$ cat src/rtl/lag_measure.sv
// lag_measure: receive side of the display lag test. Synchronises and
// debounces the photo-sensor, times flash_start -> light in clock cycles,
// and keeps last / min / max / 16-sample block average of valid results.
module lag_measure #(
  parameter int                     SYNC_STAGES = 2,
  parameter int                     FILTER_LEN  = 16,
  parameter int                     COUNT_WIDTH = 24,
  parameter logic [COUNT_WIDTH-1:0] TIMEOUT     = COUNT_WIDTH'(10_000_000)
) (
  input  logic                   clock,
  input  logic                   reset,
  input  logic                   sensor,
  input  logic                   flash_start,
  input  logic                   enable,
  input  logic                   clear_stats,
  output logic                   sensor_level,
  output logic                   busy,
  output logic [COUNT_WIDTH-1:0] lag_cycles,
  output logic                   lag_valid,
  output logic                   lag_timeout,
  output logic [COUNT_WIDTH-1:0] lag_min,
  output logic [COUNT_WIDTH-1:0] lag_max,
  output logic [COUNT_WIDTH-1:0] lag_avg,
  output logic                   avg_valid
);

  localparam int FW = $clog2(FILTER_LEN + 1);
  localparam int AW = COUNT_WIDTH + 4;

  typedef enum logic [1:0] {
    IDLE    = 2'd0,
    MEASURE = 2'd1,
    HOLDOFF = 2'd2
  } state_t;

  logic [SYNC_STAGES-1:0] sync_q;
  logic                   sync_out;
  logic [FW-1:0]          filt_cnt_q;
  logic                   level_q;

  state_t                 state_q;
  logic [COUNT_WIDTH-1:0] count_q;
  logic [COUNT_WIDTH-1:0] lag_cycles_q;
  logic                   lag_valid_q;
  logic                   lag_timeout_q;

  logic [COUNT_WIDTH-1:0] min_q;
  logic [COUNT_WIDTH-1:0] max_q;
  logic [AW-1:0]          acc_q;
  logic [3:0]             nsamp_q;
  logic [COUNT_WIDTH-1:0] avg_q;
  logic                   avg_valid_q;

  logic                   hit_d;
  logic                   expire_d;
  logic [AW-1:0]          sum_d;

  assign sync_out = sync_q[SYNC_STAGES-1];

  // Shift the asynchronous sensor through the synchroniser chain.
  always_ff @(posedge clock) begin
    if (reset) begin
      sync_q <= '0;
    end else begin
      sync_q <= {sync_q[SYNC_STAGES-2:0], sensor};
    end
  end

  // Debounce: the level flips on the FILTER_LEN-th consecutive differing sample.
  always_ff @(posedge clock) begin
    if (reset) begin
      filt_cnt_q <= '0;
      level_q    <= 1'b0;
    end else if (sync_out == level_q) begin
      filt_cnt_q <= '0;
    end else if (filt_cnt_q == FW'(FILTER_LEN - 1)) begin
      filt_cnt_q <= '0;
      level_q    <= sync_out;
    end else begin
      filt_cnt_q <= filt_cnt_q + FW'(1);
    end
  end

  // Measurement completion / abort decisions and the would-be block sum.
  always_comb begin
    hit_d    = 1'b0;
    expire_d = 1'b0;
    sum_d    = acc_q + {4'b0000, count_q};
    if (state_q == MEASURE && enable) begin
      hit_d    = level_q;
      expire_d = !level_q && (count_q == TIMEOUT);
    end
  end

  // Measurement FSM with registered result and pulse outputs.
  always_ff @(posedge clock) begin
    if (reset) begin
      state_q       <= IDLE;
      count_q       <= '0;
      lag_cycles_q  <= '0;
      lag_valid_q   <= 1'b0;
      lag_timeout_q <= 1'b0;
    end else begin
      lag_valid_q   <= hit_d;
      lag_timeout_q <= expire_d;
      if (!enable) begin
        state_q <= IDLE;
      end else begin
        unique case (state_q)
          IDLE: begin
            if (flash_start && !level_q) begin
              state_q <= MEASURE;
              count_q <= '0;
            end
          end
          MEASURE: begin
            if (hit_d) begin
              lag_cycles_q <= count_q;
              state_q      <= HOLDOFF;
            end else if (expire_d) begin
              state_q <= HOLDOFF;
            end else begin
              count_q <= count_q + COUNT_WIDTH'(1);
            end
          end
          HOLDOFF: begin
            // Wait for dark so one flash cannot yield two results.
            if (!level_q) state_q <= IDLE;
          end
          default: state_q <= IDLE;
        endcase
      end
    end
  end

  // Statistics: updated on a valid result; a coincident clear drops the sample.
  always_ff @(posedge clock) begin
    if (reset) begin
      min_q       <= '1;
      max_q       <= '0;
      acc_q       <= '0;
      nsamp_q     <= '0;
      avg_q       <= '0;
      avg_valid_q <= 1'b0;
    end else begin
      avg_valid_q <= 1'b0;
      if (clear_stats) begin
        min_q   <= '1;
        max_q   <= '0;
        acc_q   <= '0;
        nsamp_q <= '0;
      end else if (hit_d) begin
        if (count_q < min_q) min_q <= count_q;
        if (count_q > max_q) max_q <= count_q;
        if (nsamp_q == 4'd15) begin
          avg_q       <= sum_d[AW-1:4];
          avg_valid_q <= 1'b1;
          acc_q       <= '0;
          nsamp_q     <= '0;
        end else begin
          acc_q   <= sum_d;
          nsamp_q <= nsamp_q + 4'd1;
        end
      end
    end
  end

  assign sensor_level = level_q;
  assign busy         = (state_q != IDLE);
  assign lag_cycles   = lag_cycles_q;
  assign lag_valid    = lag_valid_q;
  assign lag_timeout  = lag_timeout_q;
  assign lag_min      = min_q;
  assign lag_max      = max_q;
  assign lag_avg      = avg_q;
  assign avg_valid    = avg_valid_q;

endmodule

$ cat config.mk
export PLATFORM = sky130hd
export DESIGN_NAME = lag_measure
export DESIGN_NICKNAME = d
export VERILOG_FILES = /design/src/rtl/lag_measure.sv
export SDC_FILE = /design/constraint.sdc
export NUM_CORES = 1
export LEC_CHECK = 0
export CORE_MARGIN = 2
export CORE_UTILIZATION = 28
export CTS_CLUSTER_DIAMETER = 150
export DETAILED_ROUTE_END_ITERATION = 7
export HOLD_SLACK_MARGIN = 0.08
export PLACE_DENSITY = 0.46
export SLEW_MARGIN = 0
export SYNTH_ARGS = -nofsm -noshare
export SYNTH_HDL_FRONTEND = slang
export SYNTH_SLANG_ARGS = --single-unit
$ cat constraint.sdc
create_clock -name clock -period 4 [get_ports clock]
set_input_delay 0.8 -clock clock [delete_from_list [all_inputs] [get_ports clock]]
set_output_delay 0.8 -clock clock [all_outputs]
set_load 0.02 [all_outputs]
==> impl_metrics.csv, run 1 <==
group,metric,value,unit
setup_path,critPathLaunch,"count_q[0]",
setup_path,critPathCaptureType,"flip-flop",
route,ant_nets,0,
pwr,leakage,4.46,nW
yosys,ys.flop_type,"dfxtp_1",
timing,fin_setup_tns,0,ps
outcome,status,"complete, no violations",
yosys,syn_nets,1156,
setup_path,regToRegSetupSlack,860,ps
setup_path,arrival,3480,ps
clocking,post_cts_buffers,0,
clocking,cts_root_buffer,"clkbuf_16",
yosys,synth_common_cells,"165 x dfxtp_1, 146 x nand2_1, 84 x a21oi_1, 80 x nor2_1, 76 x ha_1",
global_route,grt_usage,16.3,%
placed_design,port_buffers,106,
timing,fin_skew,13.7,ps
run,drv_cap,0,
clocking,ctsHoldBuffers,0,
die,initial_core_util,28.3,%
timing,fin_crit_sh,78.6,%
placed_design,hpwlAfterDp,19300,um
clocking,ctsResizeCount,0,
yosys,synth_area,0.00888,sq mm
die,die-area,0.0331,sq mm
global_route,grt_overflow,0,
route,viasPerCell,4.91,
die,die_w,182,um
global_route,grt_pass1_vias,7481,
setup_path,endpoint,"lag_avg[16]",
yosys,yosysWarnings,0,
die,rows,65,
timing,tightest_slew,658,ps
finish,diodes,0,
setup_path,worstSetupPathType,"flip-flop to flip-flop",
finish,final_cell_area,0.0109,sq mm
global_route,antenna_found_initial,0,
timing,setup_viol,0,
clocking,cts_buffers,17,
clocking,cts_tree,"yes",
setup_path,r2r.worst_path.cells,11,
finish,drive_gt1_share,7.53,%
yosys,synth_most_common_cell,"dfxtp_1",
global_route,grt_first_pass_wirelength,42500,um
clocking,clockBufferDepth,2,
yosys,synth_top_area_cell,"dfxtp_1",
yosys,synth_cell_types,73,
finish,syn_to_final_growth,23.0,%
route,totalWireLength,26600,um
yosys,synthTopCellsByArea,"dfxtp_1 37%, ha_1 11%, nand2_1 6.2%",
yosys,seq_area_frac_synth,37.2,%
finish,fillCellCount,3317,
placed_design,placed_cell_area,0.0104,sq mm
global_route,grt_max_degree,77,
pwr,power.density,304,mW/mm^2
yosys,postSynthAreaPerCell,8.27,sq um
clocking,cts_max_level,4,
setup_path,r2r-end,"lag_avg[16]",
yosys,ys_ff_latch,165,
yosys,synth_top_area_share,37.2,%
timing,max_slew_margin,56.2,%
die,io_pins,107,
die,coreArea,0.0314,sq mm
route,drt_pass1_iterations,4,
timing,period_minus_slack,3140,ps
route,wire_per_inst,16.9,um
timing,drv_slew,0,
route,drc,0,
clocking,clkTransAtPathRegs,70,ps
min_path,worstHoldPathType,"flip-flop to flip-flop",
timing,finalHoldViolCount,0,
yosys,synth_edf_count,0,
yosys,synthArstFlopShare,0,%
placed_design,gp_congestion,0.780,
pwr,vdd_ir_drop_max,0.291,mV
yosys,syn_inst,1073,
setup_path,critPathLaunchType,"flip-flop",
clocking,clock_sinks,165,
route,num_vias,7718,
timing,fmax,318,MHz
die,die_h,182,um
setup_path,crit_required,4340,ps
timing,rsz0062_at_grt,"no",
setup_path,crit_fanout,9,
route,drt_iter0_drc,499,
finish,nets,1242,
pwr,total_power,3.32,mW
clocking,clock_latency,430,ps
setup_path,timing.rr.start,"count_q[0]",
-- flip-flops by register name (all words and copies together), names as in the netlist --
name,count
lag_avg,24
sync_q,2
avg_valid,1
acc_q,28
filt_cnt_q,5
lag_max,24
sensor_level,1
lag_min,24
count_q,24
lag_timeout,1
nsamp_q,4
lag_cycles,24
lag_valid,1
state_q,2
-- worst min path at each step --
stage / startpoint / to / slack [ps] / cells past startpoint
floorplan: sync_q[0] / sync_q[1] / 410 / 1
global placement: sync_q[0] / sync_q[1] / 420 / 1
detailed placement: sync_q[0] / sync_q[1] / 430 / 1
CTS: sync_q[0] / sync_q[1] / 440 / 1
global route: sync_q[0] / sync_q[1] / 460 / 1
finish: sync_q[0] / sync_q[1] / 440 / 1
-- cell families after synthesis --
kind of cell / Yosys count / synth area share, %
AND/OR/NAND/NOR: 390 / 20.9
multiplexers: 1 / 0.113
buffers and inverters: 127 / 6.29
AO/OA/AOI/OAI: 267 / 20.0
XOR/XNOR: 46 / 4.54
adder cells (fa/ha/maj): 77 / 10.9
flip-flops: 165 / 37.2
-- worst max-delay path, cell delays in order, from the launching register on --
cell and delay [ps]:
dfxtp_1 550, ha_1 240, inv_1 60, fa_1 410, and2b_1 250, o2111ai_2 140
a211oi_1 400, o311ai_1 180, a21oi_2 310, a21oi_1 130, xor2_1 170, a211oi_1 230
-- area by class of cell --
cell class	count	area (sq um)	area share, %
inverters	59	221	2.03
clock buffers	20	467	4.28
repair buffers	135	1300	11.9
clock inverters	9	81.3	0.745
well taps	402	503	4.61
multi-input cells	781	5040	46.2
flip-flops and latches	165	3300	30.3
-- metrics by stage --
step / worst slack (ps) / cells / hold WS, ps / util, %
2_1_floorplan: 1300 / 1073 / 414 / -
3_3_place_gp: 856 / 1542 / 416 / 33.0
3_5_place_dp: 833 / 1542 / 427 / 33.0
4_1_cts: 845 / 1571 / 442 / 34.8
5_1_grt: 579 / 1571 / 461 / 34.8
6_report: 858 / 1571 / 439 / 34.8
-- layer usage --
layer  vias up  global-route usage, %  part of all wire (%)
met3        11                   2.11                   2.5
met4         0                   3.77                  0.76
met1      3653                   22.6                    50
met2       115                   26.7                    46
met5         -                      0                     0
li1       3939                      -                     -
-- power by group --
part / switching, mW / internal (mW) / total [mW]
combinational: 0.0516 / 0.0208 / 0.0725
sequential: 0.00432 / 1.65 / 1.65
clock: 0.704 / 0.893 / 1.60
total: 0.760 / 2.56 / 3.32
-- layout by cell type (no fill, tap or decap), types with 4 or more instances in the layout --
cell               n
and2_1             6
a21o_1            33
and3_1             8
nor3_1             7
nor4b_1            4
a21oi_1           84
o21a_1            11
a22o_1             7
nand4_1           20
o21ai_0           44
o21ai_1            4
clkdlybuf4s50_1  105
nor2b_1           11
clkbuf_16         17
ha_1              76
a211oi_1           6
buf_4             27
or3_1              5
xnor2_1           22
o211ai_1          27
inv_1             59
a22oi_1           10
clkinv_2           4
a32o_1             4
a31oi_1            5
dfxtp_1          165
xor2_1            24
o21bai_1           4
nand3_2            4
nand2_1          146
nor2_1            79
nand3_1           67
Power figures use the tool's default switching activity.
==> inputs of run 2 (changes only) <==
--- a/config.mk
+++ b/config.mk
@@ -10,7 +10,7 @@
 export CTS_CLUSTER_DIAMETER = 150
 export DETAILED_ROUTE_END_ITERATION = 7
 export HOLD_SLACK_MARGIN = 0.08
-export PLACE_DENSITY = 0.46
+export PLACE_DENSITY = 0.47
 export SLEW_MARGIN = 0
 export SYNTH_ARGS = -nofsm -noshare
 export SYNTH_HDL_FRONTEND = slang
==> constraint.sdc (replaced) <==
create_clock -name clock -period 2.8 [get_ports clock]
set_input_delay 0.56 -clock clock [delete_from_list [all_inputs] [get_ports clock]]
set_output_delay 0.56 -clock clock [all_outputs]
set_load 0.02 [all_outputs]
==> impl_metrics.csv, run 2 (synthesis gave the netlist of run 1 again) <==
group,metric,value,unit
pwr,clockPowerShare,49.5,%
finish,post-route-util,35.7,%
outcome,status,"complete, no violations",
die,die_w,182,um
finish,syn_to_final_growth,26.3,%
clocking,clockBufferDepth,2,
pwr,share_comb_of_total_power,2.3,%
route,wire_per_inst,16.6,um
pwr,power.density,435,mW/mm^2
pwr,p_switching,1.22,mW
route,totalWireLength,26600,um
route,num_vias,7792,
placed_design,hpwlAfterDp,19600,um
placed_design,port_buffers,106,
timing,period_minus_slack,2620,ps
finish,largest_reg_flops,28,
setup_path,critPathLaunchType,"flip-flop",
die,rows,65,
die,io_pins,107,
pwr,vdd_ir_drop_max,0.452,mV
setup_path,arrival,2990,ps
setup_path,crit_fanout,8,
die,initial_core_util,28.3,%
timing,fin_crit_sh,93.5,%
route,drc,0,
setup_path,worstSetupPathType,"flip-flop to flip-flop",
placed_design,gp_congestion,0.793,
run,drv_cap,0,
clocking,cts_tree,"yes",
finish,drive_gt1_share,10.5,%
timing,setup_viol,0,
finish,mostFrequentLayoutCells,"163 x dfxtp_1, 146 x nand2_1, 105 x clkdlybuf4s50_1, 84 x a21oi_1, 79 x nor2_1",
global_route,grt_first_pass_wirelength,42600,um
pwr,power.internal,3.66,mW
pwr,seq_power_share,48.2,%
finish,fillCellCount,3277,
die,coreArea,0.0314,sq mm
finish,regMostFlops,"acc_q",
route,viasPerCell,4.85,
timing,drv_slew,0,
clocking,clock_latency,450,ps
clocking,clkTransAtPathRegs,70,ps
timing,tightest_slew,846,ps
clocking,clock_sinks,165,
setup_path,critPathCaptureType,"flip-flop",
timing,fin_skew,17.4,ps
die,die_h,182,um
route,drt_pass1_iterations,5,
global_route,grt_usage,16.4,%
finish,diodes,0,
pwr,swShare,25.1,%
pwr,leakage,4.66,nW
finish,final_common_cell,"dfxtp_1",
finish,final-seq-area,0.00331,sq mm
global_route,antenna_found_initial,0,
route,ant_nets,0,
timing,finalHoldViolCount,0,
min_path,worstHoldPathType,"primary input to flip-flop",
finish,nets,1274,
global_route,grt_pass1_vias,7558,
finish,multi_input_area,0.00505,sq mm
timing,fin_setup_tns,0,ps
setup_path,crit_required,3170,ps
clocking,ctsHoldBuffers,0,
timing,rsz0062_at_grt,"no",
global_route,grt_overflow,0,
timing,fmax,382,MHz
route,drt_iter0_drc,376,
clocking,cts_root_buffer,"clkbuf_16",
global_route,grt_max_degree,72,
timing,max_slew_margin,43.4,%
clocking,cts_buffers,17,
die,die-area,0.0331,sq mm
clocking,cts_max_level,4,
-- run 2: cell types whose count changed in the layout (fill, tap and decap cells not counted), moves of 2 or more --
| cell | change |
|---|---|
| inv_6 | +6 |
| dfxtp_2 | +2 |
| clkinvlp_4 | -2 |
| inv_8 | +5 |
| clkbuf_8 | -3 |
| buf_4 | +31 |
| dfxtp_1 | -2 |
| clkinv_2 | -4 |
-- run 2: layout make-up --
type | instances | area share [%]
Timing Repair Buffer | 167 | 13.8
Clock inverter | 14 | 1.38
Clock buffer | 18 | 3.83
Sequential cell | 165 | 29.5
Inverter | 59 | 1.97
Tap cell | 402 | 4.49
Multi-Input combinational cell | 781 | 45.0
-- run 2: per-layer routing --
layer | part of all wire [%] | vias to the layer above | wire length (um) | track usage, %
met3 | 2.9 | 20 | 768 | 2.83
li1 | - | 3999 | - | -
met4 | 1.3 | 0 | 341 | 4.45
met1 | 50 | 3655 | 13200 | 22.2
met5 | 0 | - | 0 | 0
met2 | 46 | 118 | 12300 | 26.8
-- run 2: repair_timing --
action,4_1_cts,5_1_grt
gates resized for setup,0,4
buffers inserted,0,1
setup endpoints to repair,0,8
-- run 2: worst paths after layout --
path	slack, ps	to	depth (start not counted)	startpoint
max	180	acc_q[26]	11	count_q[0]
min	430	lag_cycles[20]	2	reset
max reg2reg	180	acc_q[26]	11	count_q[0]
min reg2reg	450	sync_q[1]	1	sync_q[0]
-- run 2: worst max-delay path, stage by stage (launching register included) --
cell and delay (ps):
dfxtp_2 330, ha_1 160, inv_1 60, fa_2 340, and2b_1 230, o2111ai_2 140
nand2_2 130, a31oi_4 110, o31ai_4 250, a41oi_4 200, or4_1 430, a31oi_1 160
-- run 2: per-stage QoR --
stage          worst slack (ps)  cells  hold WS, ps  power, mW  cell area (sq um)
3_5_place_dp               65.8   1573          428       2.52              10600
6_report                    181   1606          427       4.88              11200
5_1_grt                    4.91   1606          423       5.05              11200
4_1_cts                    51.6   1605          416       4.95              11200
2_1_floorplan              98.8   1073          414       2.47               8880
3_3_place_gp               86.1   1573          423       2.52              10600
-- run 2: power groups by stage --
stage	clock, mW	combinational, mW	sequential (mW)
after floorplan	0	0.0650	2.41
after global placement	0	0.115	2.41
after detailed placement	0	0.114	2.41
after CTS	2.48	0.115	2.35
after global routing	2.57	0.125	2.35
final	2.41	0.114	2.35
